### src/rtl/dmem_arbiter.sv
// Arbitrates single-port dmem between the MEM-stage core port and a debug/loader port.
// Optional round-robin contention policy is enabled by defining DMEM_ARB_RR_EN.
module dmem_arbiter #(
    parameter int ADDR_W   = 10,
    parameter int MAX_WAIT = 8
) (
    input  logic              clk,
    input  logic              reset,
    input  logic              core_req,
    input  logic              core_we,
    input  logic [2:0]        core_funct3,
    input  logic [ADDR_W-1:0] core_addr,
    input  logic [31:0]       core_wdata,
    output logic              core_stall,
    output logic              core_rvalid,
    output logic [31:0]       core_rdata,
    input  logic              dbg_req,
    input  logic              dbg_we,
    input  logic [ADDR_W-1:0] dbg_addr,
    input  logic [31:0]       dbg_wdata,
    output logic              dbg_gnt,
    output logic              dbg_rvalid,
    output logic [31:0]       dbg_rdata,
    output logic              mem_we,
    output logic              mem_re,
    output logic [2:0]        mem_funct3,
    output logic [ADDR_W-1:0] mem_addr,
    output logic [31:0]       mem_wdata,
    input  logic [31:0]       mem_rdata
);

    typedef enum logic [1:0] {RD_NONE, RD_CORE, RD_DBG} rd_owner_t;

    rd_owner_t  rd_owner;
    logic [7:0] wait_cnt;
    logic       starve;
    logic       core_gnt;
    logic       dbg_win;

`ifdef DMEM_ARB_RR_EN
    localparam logic OWNER_CORE = 1'b0;
    localparam logic OWNER_DBG  = 1'b1;
    logic last_owner;
`endif

    assign starve = (wait_cnt == 8'(MAX_WAIT));

    // Grant decision; everything is held off while reset is asserted.
    always_comb begin
        core_gnt = 1'b0;
        dbg_win  = 1'b0;
        if (reset) begin
`ifdef DMEM_ARB_RR_EN
            if (core_req && dbg_req) begin
                if (starve || last_owner == OWNER_CORE) dbg_win  = 1'b1;
                else                                     core_gnt = 1'b1;
            end else begin
                core_gnt = core_req;
                dbg_win  = dbg_req;
            end
`else
            dbg_win  = dbg_req & (~core_req | starve);
            core_gnt = core_req & ~dbg_win;
`endif
        end
    end

    always_comb begin
        mem_we     = 1'b0;
        mem_re     = 1'b0;
        mem_funct3 = 3'b000;
        mem_addr   = '0;
        mem_wdata  = '0;
        if (core_gnt) begin
            mem_we     = core_we;
            mem_re     = ~core_we;
            mem_funct3 = core_funct3;
            mem_addr   = core_addr;
            mem_wdata  = core_wdata;
        end else if (dbg_win) begin
            mem_we     = dbg_we;
            mem_re     = ~dbg_we;
            mem_funct3 = 3'b010;
            mem_addr   = dbg_addr;
            mem_wdata  = dbg_wdata;
        end
    end

    assign core_stall  = reset & core_req & ~core_gnt;
    assign dbg_gnt     = dbg_win;
    assign core_rvalid = (rd_owner == RD_CORE);
    assign dbg_rvalid  = (rd_owner == RD_DBG);
    assign core_rdata  = core_rvalid ? mem_rdata : 32'd0;
    assign dbg_rdata   = dbg_rvalid  ? mem_rdata : 32'd0;

    always_ff @(posedge clk or negedge reset) begin
        if (!reset) begin
            rd_owner <= RD_NONE;
            wait_cnt <= 8'd0;
`ifdef DMEM_ARB_RR_EN
            last_owner <= OWNER_CORE;
`endif
        end else begin
            if (core_gnt && !core_we)     rd_owner <= RD_CORE;
            else if (dbg_win && !dbg_we)  rd_owner <= RD_DBG;
            else                          rd_owner <= RD_NONE;

            if (!dbg_req || dbg_win)      wait_cnt <= 8'd0;
            else if (!starve)             wait_cnt <= wait_cnt + 8'd1;
`ifdef DMEM_ARB_RR_EN
            if (core_gnt)                 last_owner <= OWNER_CORE;
            else if (dbg_win)             last_owner <= OWNER_DBG;
`endif
        end
    end

endmodule

### config.mk
export PLATFORM = sky130hd
export DESIGN_NAME = dmem_arbiter
export DESIGN_NICKNAME = d
export VERILOG_FILES = /design/src/rtl/dmem_arbiter.sv
export SDC_FILE = /design/constraint.sdc
export NUM_CORES = 1
export LEC_CHECK = 0
export BUFFER_PORTS_ARGS = -buffer_cell sky130_fd_sc_hd__buf_2
export CORE_AREA = 4 4 90 92
export CTS_CLUSTER_DIAMETER = 50
export CTS_CLUSTER_SIZE = 30
export DETAILED_ROUTE_END_ITERATION = 12
export DIE_AREA = 0 0 94 96
export SLEW_MARGIN = 15
export SYNTH_ARGS = -nofsm -noshare
export SYNTH_HDL_FRONTEND = slang
export SYNTH_SLANG_ARGS = --single-unit
### constraint.sdc
create_clock -name clk -period 2.95 [get_ports clk]
set_clock_uncertainty 0.1 [all_clocks]
set_input_delay 0.7375 -clock clk [delete_from_list [all_inputs] [get_ports clk]]
set_output_delay 0.7375 -clock clk [all_outputs]
set_load 0.02 [all_outputs]
==> flow_summary.yaml <==
outcome:
  outcome: "completed"
clock_network:
  tritoncts: "done"
  worstSkewPairLatency_ps: 230
  clock-sinks: 10
  clkSlewWorstSetupHoldPaths_ps: 50
  number_of_levels_the_h_tree_was_split_into: 1
  cts-root-to-sink-buffers: 2
  clock_buffer_count_from_cts: 3
  cts-root-buf: "sky130_fd_sc_hd__clkbuf_8"
synth:
  synth_cell_types: 34
  cell_with_the_most_instances_after_synthesis: "sky130_fd_sc_hd__and2_1"
  syn_inst: 200
  async_set_or_reset_flop_fraction_in_the_synthesized_netlist: 1.00
  synth_top_area_share: 0.269
  synth_seq_area_share: 0.156
  yosys.area.top_type: "sky130_fd_sc_hd__a32o_1"
  synth_nets: 327
  postSynthRegisterBits: 10
  edff_count_synth: 0
  netlist_top_cells_area: "sky130_fd_sc_hd__a32o_1 (27%), sky130_fd_sc_hd__and2_1 (27%), sky130_fd_sc_hd__dfrtp_1 (16%)"
  ys.warnings.count: 0
  synthesis.area_mm2: 0.00160
  yosys_most_used_dff: "sky130_fd_sc_hd__dfrtp_1"
  post_synthesis_mean_instance_area_um2: 8.00
  ys_top_cells_by_count: "sky130_fd_sc_hd__and2_1 (68), sky130_fd_sc_hd__a32o_1 (43), sky130_fd_sc_hd__clkbuf_1 (13)"
run:
  cap_violations: 0
placed_design:
  post-place-cells: 523
  place_congestion: 0.869
  io_buffers: 239
  hpwlAfterDp_mm: 7.51
sta:
  setup_viol_count_final: 0
  slew_headroom: 0.754
  finalHoldViolations: 0
  totalNegativeSetupSlack_ps: 0
  tightest_slew_ps: 359
  rsz0062_at_grt: "false"
  maxClockFrequency_mhz: 346
  drv_slew: 0
  final_cycle_utilization_of_the_critical_path: 0.979
  period_needed_ps: 2890
routing:
  drt-wirelength-per-cell_um: 16.7
  via_per_inst: 4.69
  drc: 0
  detailedRoute.firstIterationViolations: 69
  finalWirelength_mm: 8.85
  dr_total_vias: 2488
  final_antenna_net_count: 0
  drt_pre_antenna_iters: 4
cells_and_area:
  antenna-diode-count: 0
  syn_to_final_growth_pct: 89.7
  fraction_of_final_layout_cells_sized_beyond_drive_strength_1: 0.599
  final_layout_net_count: 560
  post_layout_nonfiller_instances: 530
pwr:
  total_power_mw: 0.644
  switching_share: 0.390
  power.share.combinational: 0.562
  clock_power_share: 0.211
  p_per_area_mw_per_mm2: 212
  leakagePower_nw: 1.75
  p_switching_mw: 0.251
  worst_ir_drop_vdd_mv: 0.101
  sequentialPowerShare: 0.227
  p_int_mw: 0.393
worst_setup_path:
  critPathTopFamily: "simple AND/OR/NAND/NOR gates"
  timing.critical_path.arrival_ps: 2050
  critical-path-slowest-cell: "sky130_fd_sc_hd__or4_4"
  highest_cell_delay_on_the_worst_timing_path_ps: 580
  cp.buffers_inverters: 2
  startpoint_type: "flip-flop"
  critPathCaptureType: "output port"
  path_class: "reg2out"
  cp.required_ps: 2110
  critical_path_peak_fanout: 45
  crit_path_cell_trace: "or4_4, o21a_1, buf_12, a32o_1, buf_2"
floorplanning:
  chipWidth_um: 94
  die_h_um: 96
  floorplan.die_area_mm2: 0.00902
  core_area_mm2: 0.00721
  io_pins: 240
  initial_utilization: 0.222
  core.rowCount: 31
global_route:
  grt_start_max_net_pins: 46
  globalRouteMet3Util: 0.0602
  global_route_wire_length_before_repair_mm: 12.1
  grt_util_met2: 0.285
  grt_busiest_layer: "met2"
  groute.usage.overall: 0.168
  global_route.usage.met1: 0.200
  global_route.overflow_total: 0
  first_global_vias: 2325
  antenna_violations_before_repair: 0
hold_path:
  type_of_the_worst_min_delay_path: "in2async"
## power groups by stage
stage,Clock (mW),Combinational [mW],Sequential (mW)
2_1_floorplan,0,0.181,0.146
3_3_place_gp,0,0.348,0.148
3_5_place_dp,0,0.350,0.148
4_1_cts,0.139,0.352,0.146
5_1_grt,0.146,0.390,0.147
6_report,0.136,0.362,0.146
## layout by cell type (no fill, tap or decap), types with 2 or more instances in the layout
master	instances
sky130_fd_sc_hd__buf_4	6
sky130_fd_sc_hd__o21ai_0	6
sky130_fd_sc_hd__dfrtp_1	9
sky130_fd_sc_hd__nor2b_1	3
sky130_fd_sc_hd__nor3_1	2
sky130_fd_sc_hd__a221oi_1	4
sky130_fd_sc_hd__nor2_1	2
sky130_fd_sc_hd__or3_1	3
sky130_fd_sc_hd__clkbuf_16	2
sky130_fd_sc_hd__ha_1	2
sky130_fd_sc_hd__clkbuf_8	3
sky130_fd_sc_hd__buf_12	5
sky130_fd_sc_hd__a211oi_1	2
sky130_fd_sc_hd__a21oi_1	2
sky130_fd_sc_hd__xor2_1	2
sky130_fd_sc_hd__nand2b_1	2
sky130_fd_sc_hd__a32o_1	43
sky130_fd_sc_hd__inv_1	4
sky130_fd_sc_hd__nand2_1	2
sky130_fd_sc_hd__and2_1	68
sky130_fd_sc_hd__buf_2	239
sky130_fd_sc_hd__nand3_1	5
## stage by stage
stage	setup WS (ps)	hold WS (ps)	cell area [um2]	utilization
after global routing	8.19	389	3030	0.420
after floorplan	139	342	1600	-
after detailed placement	160	475	2910	0.403
after global placement	211	460	2910	0.403
final	61.0	368	3030	0.420
after CTS	17.2	372	2950	0.409
## cell type report
cell class	count	area, um2
timing repair buffer	252	1390
fill	744	4180
clock buffer	3	41.3
sequential	10	251
multi-input combinational	162	1210
inverter	4	15.0
tap	99	124
## state kept, by name, summed over array words and instances, names as in the netlist
register	cells
wait_cnt	8
rd_owner	2
## final timing paths
path	cells past startpoint	slack, ps	end	startpoint
worst min-delay path	2	370	wait_cnt[4]	reset
max in group asynchronous	2	2190	wait_cnt[5]	reset
worst max register to register	7	950	wait_cnt[0]	wait_cnt[0]
worst min register to register	2	480	wait_cnt[7]	wait_cnt[7]
min in group clk	2	480	wait_cnt[7]	wait_cnt[7]
worst max-delay path	5	60	mem_wdata[30]	wait_cnt[5]
## what timing repair did
item	4_1_cts	5_1_grt
setup endpoints to repair	46	43
pin swaps	0	3
gates cloned	0	2
setup buffers	0	2
hold buffers	0	0
resized for setup	1	1
## logic make-up after synthesis
logic type               count (synthesis)  share of synthesized area
AO/OA/AOI/OAI                           64                      0.361
XOR/XNOR                                 2                     0.0110
adder cells (fa/ha/maj)                  2                     0.0156
buffers and inverters                   28                     0.0939
flip-flops                              10                      0.156
AND/OR/NAND/NOR                         94                      0.362
## metal layers
layer | wire (um) | vias to the layer above
met5 | 0 | -
met4 | 143 | 0
met3 | 1060 | 12
met2 | 4330 | 143
met1 | 3320 | 1106
li1 | - | 1227
Power figures use the tool's default switching activity.
